### config.mk
export PLATFORM = sky130hd
export DESIGN_NAME = bitserial_addsub_word
export DESIGN_NICKNAME = d
export VERILOG_FILES = /design/src/rtl/bitserial_addsub_word.sv
export SDC_FILE = /design/constraint.sdc
export NUM_CORES = 1
export LEC_CHECK = 0
export ABC_AREA = 1
export BUFFER_PORTS_ARGS = -buffer_cell sky130_fd_sc_hd__buf_4
export CAP_MARGIN = 20
export CORE_AREA = 2 2 39 41
export CTS_CLUSTER_DIAMETER = 200
export DETAILED_ROUTE_END_ITERATION = 8
export DIE_AREA = 0 0 41 43
export SLEW_MARGIN = 15
export SYNTH_ARGS = -nofsm -noshare
export SYNTH_HDL_FRONTEND = slang
export SYNTH_SLANG_ARGS = --single-unit
### constraint.sdc
create_clock -name clk -period 3.2 [get_ports clk]
set_input_delay 0.16 -clock clk [delete_from_list [all_inputs] [get_ports clk]]
set_output_delay 0.16 -clock clk [all_outputs]
set_load 0.01 [all_outputs]
### src/rtl/bitserial_addsub_word.sv
// Digit-serial two's-complement adder/subtractor, LSB digit first, DIGIT bits per cycle.
// Sum digits are combinational (Mealy); carry-out, overflow and word_done are registered per word.
module bitserial_addsub_word #(
  parameter int DIGIT   = 1,
  parameter int WORDLEN = 8
) (
  input  logic             clk,
  input  logic             reset,
  input  logic             in_valid,
  input  logic             in_first,
  input  logic             sub,
  input  logic [DIGIT-1:0] a,
  input  logic [DIGIT-1:0] b,
  output logic             out_valid,
  output logic [DIGIT-1:0] s,
  output logic             out_last,
  output logic             cout,
  output logic             ovf,
  output logic             word_done
);
  localparam int NDIG = WORDLEN / DIGIT;
  localparam int CW   = (NDIG > 1) ? $clog2(NDIG) : 1;
  localparam logic [CW-1:0] LAST_CNT = CW'(NDIG - 1);

  typedef enum logic {IDLE = 1'b0, RUN = 1'b1} state_t;

  state_t          state, state_nxt;
  logic            carry, mode;
  logic [CW-1:0]   dig_cnt;

  logic            first, accept, last;
  logic            m, cin, c_out, c_msb;
  logic [CW-1:0]   dig_cnt_eff;
  logic [DIGIT-1:0] bx;
  logic [DIGIT:0]  sum;

  // A digit is consumed only when in_valid is high and it either opens a word
  // or continues one already running; there is no backpressure, so a consumed
  // digit always yields s in the same cycle.
  assign first       = in_valid & in_first;
  assign accept      = in_valid & (in_first | (state == RUN));
  assign dig_cnt_eff = in_first ? '0 : dig_cnt;
  assign last        = accept & (dig_cnt_eff == LAST_CNT);

  assign m     = in_first ? sub : mode;
  assign cin   = in_first ? sub : carry;
  assign bx    = b ^ {DIGIT{m}};
  assign sum   = {1'b0, a} + {1'b0, bx} + {{DIGIT{1'b0}}, cin};
  assign c_out = sum[DIGIT];
  // Carry into the top bit recovered from the top sum bit and its operands.
  assign c_msb = sum[DIGIT-1] ^ a[DIGIT-1] ^ bx[DIGIT-1];

  always_ff @(posedge clk) begin
    if (reset) state <= IDLE;
    else       state <= state_nxt;
  end

  always_comb begin
    state_nxt = state;
    case (state)
      IDLE: if (first)  state_nxt = last ? IDLE : RUN;
      RUN:  if (accept) state_nxt = last ? IDLE : RUN;
      default:          state_nxt = IDLE;
    endcase
  end

  always_comb begin
    out_valid = 1'b0;
    s         = '0;
    out_last  = 1'b0;
    if (accept) begin
      out_valid = 1'b1;
      s         = sum[DIGIT-1:0];
      out_last  = last;
    end
  end

  always_ff @(posedge clk) begin
    if (reset) begin
      carry     <= 1'b0;
      mode      <= 1'b0;
      dig_cnt   <= '0;
      cout      <= 1'b0;
      ovf       <= 1'b0;
      word_done <= 1'b0;
    end else begin
      word_done <= last;
      if (accept) begin
        carry   <= c_out;
        dig_cnt <= last ? '0 : dig_cnt_eff + 1'b1;
      end
      if (first) mode <= sub;
      if (last) begin
        cout <= c_out;
        ovf  <= c_out ^ c_msb;
      end
    end
  end
endmodule

==> results of run 1 <==
## placed cells by master, fill, tap and decap left out, drive strengths merged
cell / count
nand2: 16
inv: 14
buf: 12
dfxtp: 9
nor2: 9
o21ai: 6
a21oi: 6
nand3: 5
clkbuf: 4
ha: 3
xor2: 1
fa: 1
## registers in the layout (all words and copies together), names as in the netlist
name / cells
word_done: 1
carry: 1
cout: 1
dig_cnt: 3
mode: 1
ovf: 1
state: 1
## routing by layer
metal / vias up / share of wire [%] / routed length [um] / global-route usage [%]
li1: 249 / - / - / -
met1: 199 / 44 / 428 / 13.44
met2: 9 / 48 / 463 / 20.31
met3: 3 / 5.7 / 55 / 9.424
met4: 0 / 1.5 / 14 / 4.000
met5: - / 0 / 0 / 0
## synthesized netlist by cell type
master	number
fa_1	1
ha_1	3
o21ai_0	6
nand2_4	2
xor2_1	1
nand3_1	5
nand2_2	2
nor2_4	1
dfxtp_1	9
nand2_1	12
inv_1	14
a21oi_1	6
nor2_1	8
## power by group
group          internal, mW  switching [mW]
clock                0.0480          0.0394
sequential            0.117         0.00193
combinational        0.0209          0.0288
## stage by stage
| stage | instance area [um^2] | hold WS, ns | worst slack [ns] | util (%) | total power [mW] |
|---|---|---|---|---|---|
| 6_report | 641.9 | 0.1119 | 1.387 | 46.38 | 0.2556 |
| 3_5_place_dp | 615.6 | 0.3899 | 1.659 | 44.48 | 0.1709 |
| 3_3_place_gp | 615.6 | 0.3872 | 1.654 | 44.48 | 0.1700 |
| 2_1_floorplan | 505.5 | 0.2291 | 1.765 | - | 0.1512 |
| 4_1_cts | 641.9 | 0.1055 | 1.369 | 46.38 | 0.2610 |
| 5_1_grt | 641.9 | 0.1022 | 1.256 | 46.38 | 0.2733 |
## final timing paths
path	from	to	slack (ns)	cells after the start
worst max-delay path	mode	s	1.39	7
worst min-delay path	reset	dig_cnt[1]	0.11	2
worst max register to register	carry	ovf	1.72	9
worst min register to register	mode	mode	0.45	2
## layout make-up
cell class | instances | area (um^2) | share of cell area, %
clock buffers | 4 | 26.28 | 4.094
flip-flops and latches | 9 | 180.2 | 28.07
repair buffers | 12 | 90.09 | 14.04
inverters | 14 | 52.55 | 8.187
multi-input cells | 47 | 272.8 | 42.50
well taps | 16 | 20.02 | 3.119
## cells by family (layout without fill, tap and decap cells)
logic type               Yosys count  in the layout
AND/OR/NAND/NOR                   30             30
flip-flops                         9              9
AO/OA/AOI/OAI                     12             12
buffers and inverters             14             30
adder cells (fa/ha/maj)            4              4
XOR/XNOR                           1              1
## worst max-delay path: stages, from the launching register on
cell and delay (ns):
dfxtp_1 0.30, inv_1 0.04, o21ai_0 0.18, xor2_1 0.20
fa_1 0.43, inv_1 0.06, nor2_1 0.04, buf_4 0.13
==> metrics.cfg, run 1 <==
[clock_tree]
cts_buffers = 3
cts_tree = yes
cts.htree.levels = 1
post-cts-setup-buffers = 0
max-clock-path-buffers = 2
root_buffer = clkbuf_4
insertion_delay_ns = 0.26
clock-sinks = 9
holdBufCountCts = 0
cts.clk_slew.worst_paths_ns = 0.06
postCtsResizedCells = 0

[final_layout]
areaGrowthSynthToFinish_pct = 26.98
instances_no_fill = 102
finalNetCount = 98
drive_gt1_share_pct = 23.26
n_antenna_cell = 0
nFillCells = 145

[pwr]
leakage_nw = 0.3355
ir_drop_mv = 0.1941
p_per_area_nw_per_um2 = 398.2

[grt]
antenna_found_initial = 0
first_global_vias = 379
grt_util_all_layers_pct = 13.13
globalRouteOverflowTotal = 0
grt_max_degree = 10
grt_pass1_wl_um = 1483

[floorplanning]
die-area_um2 = 1763
die_x_um = 41
dieHeight_um = 43
rows = 14
core_um2 = 1384
io_pins = 13
initial_core_util_pct = 36.53

[place]
port_buffers = 12
placed_cells = 98
hpwl_um = 750.2
place.gp.congestion = 0.7611

[drt]
vias = 460
routed_wl_um = 962
drcViolationCount = 0
drt_first_pass_iters = 1
drtIter0Drc = 0
viasPerCell = 4.510
ant_nets = 0
wl_per_cell_um = 9.431

[flow_run]
cap_violations = 0

[logic_synthesis]
synthTopCellsByArea = dfxtp_1, inv_1, nand2_1
ys_seq_area_share_pct = 35.64
synth_seq_cells = 9
yosys.cell_types.count = 13
synth-simple-area-share_pct = 28.96
yosysWarnings = 0
synth_area_per_cell_um2 = 7.221
syn-cell-area_um2 = 505.5
synth_top_area_share_pct = 35.64
synthCells = 70
synth_top_family_by_area = simple AND/OR/NAND/NOR gates
synth_top_area_cell = dfxtp_1
synth-xor-area-share_pct = 1.733
synth_nets = 81
muxShareOfSynthArea_pct = 0
synthAdderAreaFrac_pct = 11.39
synth-compound-area-share_pct = 11.88

[sta]
final_max_slew_viol_count = 0
rsz0062_at_grt = false
slew_headroom_pct = 74.75
hold_viol = 0
worst_slew_pin_slew_ns = 0.3748
finalCritPeriodShare_pct = 56.66
setup-violations-final = 0
clock_skew_ns = 0.002132
fin_crit_ns = 1.813
fmaxAchievable_mhz = 551.6
tns_ns = 0

[outcome]
status = finished, final reports clean

[setup_path]
startpoint_type = flop
crit_fanout = 2
worstSetupPathType = flop to output pin
crit_arrival_ns = 1.65
required_ns = 3.04
end_kind = output pin

[hold_path]
hold_class = primary input to flop

Power figures use the tool's default switching activity.
==> run 2: changes to the inputs <==
Clock period 3.2 ns to 1.5 ns, I/O delays scaled along.
==> run 2 against run 1 <==
Against the previous run: setup slack lost 1.5 ns; largest power group unchanged; non-clock buffer count grew 5; the run now ends with setup timing left; routed wire length grew 6.9%; critical endpoint unchanged; sequential share of layout area shrank 1.7 points.
==> metrics.cfg, run 2 (synthesis gave the netlist of run 1 again) <==
[final_layout]
areaGrowthSynthToFinish_pct = 35.89
largest_register_ffs = 3  ; unchanged
top_register = dig_cnt
final_cell_mix = buf_4, inv_1, nand2_1, nor2_1, dfxtp_1
nFillCells = 137  ; -5.5%
drive_gt1_share_pct = 31.87  ; +8.6 points
mostFrequentLayoutCell = buf_4
n_antenna_cell = 0  ; unchanged
finalNetCount = 103  ; +5.1%
stdcell_area_um2 = 686.9  ; +7.0%

[clock_tree]
max-clock-path-buffers = 2  ; unchanged
cts_buffers = 3  ; unchanged
clock-sinks = 9  ; unchanged
cts_tree = yes
cts.htree.levels = 1  ; unchanged
root_buffer = clkbuf_4
insertion_delay_ns = 0.26  ; about the same
cts.clk_slew.worst_paths_ns = 0.06  ; about the same

[floorplanning]
die-area_um2 = 1763  ; unchanged
initial_core_util_pct = 36.53  ; unchanged
core_um2 = 1384  ; unchanged
io_pins = 13  ; unchanged
rows = 14  ; unchanged
dieHeight_um = 43  ; unchanged
die_x_um = 41  ; unchanged

[drt]
ant_nets = 0  ; unchanged
drtIter0Drc = 4  ; +4
viasPerCell = 4.411  ; -2.2%
vias = 472  ; +2.6%
routed_wl_um = 1028  ; +6.9%
dr_wl_met2_um = 510  ; +10%
drt_first_pass_iters = 4  ; +3
wl_per_cell_um = 9.607  ; +1.9%
drt-met1-wl_um = 445  ; +4.0%
drcViolationCount = 0  ; unchanged
highest_layer = met4
dr_wl_met3_um = 62  ; +13%

[setup_path]
worstSetupPathType = flop to output pin
end_kind = output pin
crit_fanout = 2  ; unchanged
slowest_stage = fa_1
cpPeakStageDelay_ns = 0.50  ; +0.07 ns
required_ns = 1.42  ; -1.62 ns
crit_arrival_ns = 1.57  ; -0.08 ns
worstPathCellList = inv_1 > o21ai_0 > buf_4 > fa_1 > inv_1 > nor2_1 > buf_4
startpoint_type = flop

[sta]
setup-violations-final = 1  ; +1
slew_headroom_pct = 89.48  ; +15 points
final_max_slew_viol_count = 0  ; unchanged
setup_slack_ns = -0.1496  ; -1.537 ns
rsz0062_at_grt = true
fin_crit_ns = 1.650
hold_viol = 0  ; unchanged
worst_slew_pin_slew_ns = 0.1572  ; -0.2176 ns
clock_skew_ns = 0.002333  ; +0.0002008 ns
finalCritPeriodShare_pct = 110.0
fmaxAchievable_mhz = 606.2

[outcome]
violations = setup timing
status = complete, but fails checks

[pwr]
power_mw = 0.5467  ; +110%
p_per_area_nw_per_um2 = 795.9  ; +100%
leakage_nw = 0.3559  ; +6.1%
ir_drop_mv = 0.5994  ; +210%

[flow_run]
cap_violations = 0  ; unchanged

[place]
hpwl_um = 781.3  ; +4.1%
placed_area_um2 = 623.1  ; +1.2%
port_buffers = 12  ; unchanged
pre_cts_ws_ns = 0.03275  ; -1.626 ns
place.gp.congestion = 0.7696  ; +1.1%

[grt]
grt_max_degree = 10  ; unchanged
globalRouteOverflowTotal = 0  ; unchanged
grt_util_all_layers_pct = 14.11  ; +0.98 points
grt_pass1_wl_um = 1614  ; +8.8%
first_global_vias = 397  ; +4.7%
antenna_found_initial = 0  ; unchanged

[hold_path]
hold_class = primary input to flop

## run 2: cell types whose count changed in the layout (fill, tap and decap cells not counted), sizes merged
cell,previous run,this run
buf,12,17
## run 2: where the power goes
part	internal (mW)	leakage, nW	switching [mW]
registers	0.249	0.0737	0.00454
logic	0.0479	0.267	0.0622
clock network	0.102	0.0150	0.0809
total	0.399	0.356	0.148
## run 2: routing by layer
layer	vias up	GRT usage (%)
li1	258	-
met1	202	16.94
met2	10	20.00
met3	2	9.424
met4	0	4.000
met5	-	0
## run 2: area by class of cell
cell class                      count  area [um^2]  area share [%]
Multi-Input combinational cell     47        279.0           40.62
Sequential cell                     9        181.4           26.41
Timing Repair Buffer               17        127.6           18.58
Inverter                           14        52.55           7.650
Clock buffer                        4        26.28           3.825
Tap cell                           16        20.02           2.914
## run 2: repair_timing
action | CTS | global route
pin swaps | 2 | 1
gates resized for setup | 4 | 1
hold endpoints to repair | 0 | 0
endpoints found under the setup margin | 2 | 3
hold buffers | 0 | 0
setup buffers | 0 | 4
## run 2: worst max-delay path: cells and delay by family (launching register included)
family / cells / cell delay [ns]
flops: 1 / 0.31
buf+inv: 4 / 0.36
compound gates: 1 / 0.06
simple gates: 1 / 0.09
fa+ha+maj: 1 / 0.50
## run 2: final timing paths
check / cells after the start / from / to / slack [ns]
worst max-delay path: 7 / carry / s / -0.15
worst max register to register: 9 / carry / ovf / 0.10
worst min register to register: 2 / mode / mode / 0.45
worst min-delay path: 2 / reset / word_done / 0.03
## run 2: stage by stage
stage | std cells | setup TNS [ns] | hold WS [ns] | util (%)
final | 107 | -0.1496 | 0.02633 | 49.64
after global placement | 99 | 0 | 0.3009 | 45.03
after detailed placement | 99 | 0 | 0.3016 | 45.03
after CTS | 103 | -0.1637 | 0.02534 | 47.38
after floorplan | 70 | 0 | 0.1441 | -
after global routing | 107 | -0.2696 | 0.01805 | 49.64
==> run 3: changes to the inputs <==
Settings changed: SKIP_CTS_REPAIR_TIMING set to 1.
==> run 3 against run 2 <==
Against the previous run: the run still ends with setup timing left; register-to-register slack lost 0.04 ns; non-clock buffer count increased by 1; power is 0.58% higher; clock-buffer cell count is the same; final cell count is 0.93% higher; sequential share of layout area decreased by 0.29 points; via count is 0.85% higher; sequential cell count is the same; die area is the same; cell area is 1.1% higher; global-route usage stayed put; critical path type unchanged; largest power group unchanged.
==> metrics.cfg, run 3 (synthesis gave the netlist of run 1 again) <==
[final_layout]
finalNetCount = 104  ; +0.97%
largest_register_ffs = 3  ; unchanged
post-route-util_pct = 50.18  ; +0.54 points
drive_gt1_share_pct = 32.61  ; +0.74 points
n_antenna_cell = 0  ; unchanged
mostFrequentLayoutCell = buf_4
areaGrowthSynthToFinish_pct = 37.38
instances_no_fill = 108  ; +0.93%
top_register = dig_cnt
regArea_um2 = 181.4  ; unchanged
multi_input_area_um2 = 279.0  ; unchanged
nFillCells = 138  ; +0.73%
final_cell_mix = buf_4, inv_1, nand2_1, nor2_1, dfxtp_1

[sta]
finalCritPeriodShare_pct = 112.5  ; +2.6 points
final_max_slew_viol_count = 0  ; unchanged
clock_skew_ns = 0.001384  ; -0.0009490 ns
fmaxAchievable_mhz = 592.5  ; -2.3%
fin_crit_ns = 1.688  ; +0.03825 ns
setup-violations-final = 1  ; unchanged
rsz0062_at_grt = true
setup_slack_ns = -0.1878  ; -0.03825 ns
slew_headroom_pct = 88.06  ; -1.4 points
worst_slew_pin_slew_ns = 0.1785  ; +0.02126 ns
hold_viol = 0  ; unchanged

[pwr]
p_per_area_nw_per_um2 = 791.8  ; -0.51%
switchingPower_mw = 0.1487  ; +0.80%
seqPwrFrac_pct = 46.2  ; -0.2 points
ir_drop_mv = 0.6005  ; +0.18%
internal_power_mw = 0.4011  ; +0.50%
leakage_nw = 0.3604  ; +1.3%
pwr-share-clk_pct = 33.1  ; -0.4 points
swShare_pct = 27.05  ; +0.059 points
combPwrFrac_pct = 20.7  ; +0.6 points

[drt]
drt-met1-wl_um = 484  ; +8.8%
drtIter0Drc = 4  ; unchanged
vias = 476  ; +0.85%
wl_per_cell_um = 9.963  ; +3.7%
drt_first_pass_iters = 4  ; unchanged
ant_nets = 0  ; unchanged
viasPerCell = 4.407  ; about the same
routed_wl_um = 1076  ; +4.7%
highest_layer = met3
dr_wl_met2_um = 545  ; +6.9%
drcViolationCount = 0  ; unchanged
dr_wl_met3_um = 46  ; -26%

[floorplanning]
die-area_um2 = 1763  ; unchanged
rows = 14  ; unchanged
initial_core_util_pct = 36.53  ; unchanged
core_um2 = 1384  ; unchanged
io_pins = 13  ; unchanged
dieHeight_um = 43  ; unchanged
die_x_um = 41  ; unchanged

[outcome]
violations = setup timing
status = complete, but fails checks

[setup_path]
crit_family = adder cells
crit_fanout = 2  ; unchanged
slowest_stage = fa_1
worstSetupPathType = flop to output pin
cp.buffers_inverters = 3  ; -1
required_ns = 1.42  ; about the same
cpPeakStageDelay_ns = 0.51  ; about the same
worstPathCellList = inv_2 > o21ai_2 > xor2_1 > fa_1 > inv_1 > nor2_1 > buf_4
crit_arrival_ns = 1.61  ; +0.04 ns
crit_cells = 7  ; unchanged
startpoint_type = flop
reg2reg_depth = 9  ; unchanged
end_kind = output pin

[grt]
grt_util_all_layers_pct = 14.11  ; unchanged
globalRouteOverflowTotal = 0  ; unchanged
first_global_vias = 392  ; -1.3%
grt_max_degree = 10  ; unchanged
antenna_found_initial = 0  ; unchanged
grt_pass1_wl_um = 1614  ; unchanged

[clock_tree]
cts.htree.levels = 1  ; unchanged
max-clock-path-buffers = 2  ; unchanged
clock-sinks = 9  ; unchanged
insertion_delay_ns = 0.26  ; about the same
cts_tree = yes
cts.clk_slew.worst_paths_ns = 0.06  ; about the same
root_buffer = clkbuf_4
cts_buffers = 3  ; unchanged

[place]
placed_cells = 99  ; unchanged
place.gp.congestion = 0.7696  ; unchanged
hpwl_um = 781.3  ; unchanged
port_buffers = 12  ; unchanged

[hold_path]
hold_depth = 2  ; unchanged
hold_class = primary input to flop

[flow_run]
cap_violations = 0  ; unchanged

run 3: cell types whose count changed in the layout (fill, tap and decap cells not counted), sizes merged:
cell  previous run  this run
buf             17        18
run 3: final timing paths:
path	from	endpoint	slack [ns]
worst max-delay path	mode	s	-0.19
worst min-delay path	reset	word_done	0.03
worst max register to register	mode	ovf	0.06
worst min register to register	dig_cnt[1]	dig_cnt[1]	0.46
run 3: power by group through the flow:
stage | clock, mW | combinational [mW] | sequential (mW)
6_report | 0.182 | 0.114 | 0.254
5_1_grt | 0.206 | 0.129 | 0.255
4_1_cts | 0.192 | 0.110 | 0.253
3_5_place_dp | 0 | 0.110 | 0.258
3_3_place_gp | 0 | 0.108 | 0.258
2_1_floorplan | 0 | 0.0654 | 0.257
run 3: layout make-up:
cell class / count / share of cell area [%]
multi-input cells: 47 / 40.18
flip-flops and latches: 9 / 26.13
well taps: 16 / 2.883
repair buffers: 18 / 19.46
clock buffers: 4 / 3.784
inverters: 14 / 7.568
run 3: layer usage:
metal,global-route usage (%),vias to the layer above
met5,0,-
met4,4.000,0
met3,9.424,0
met2,20.00,10
met1,16.94,206
li1,-,260
run 3: metrics by stage:
stage          setup WS [ns]  total power, mW  hold slack, ns  setup TNS (ns)  instance area, um^2
2_1_floorplan         0.1499           0.3225          0.1441               0                505.5
3_3_place_gp         0.06713           0.3659          0.3009               0                623.1
3_5_place_dp         0.03275           0.3683          0.3016               0                623.1
4_1_cts              -0.2436           0.5548         0.02534         -0.2550                649.4
5_1_grt              -0.3064           0.5906         0.01805         -0.3382                694.4
6_report             -0.1878           0.5499         0.02862         -0.1878                694.4
run 3: worst register-to-register path, cell delays in order (launching register included):
cell and delay (ns):
dfxtp_2 0.31, inv_2 0.06, o21ai_2 0.06, xor2_1 0.17, fa_1 0.44, inv_1 0.10
nand3_1 0.08, nand2_1 0.06, nor2_1 0.04, nor2_1 0.07
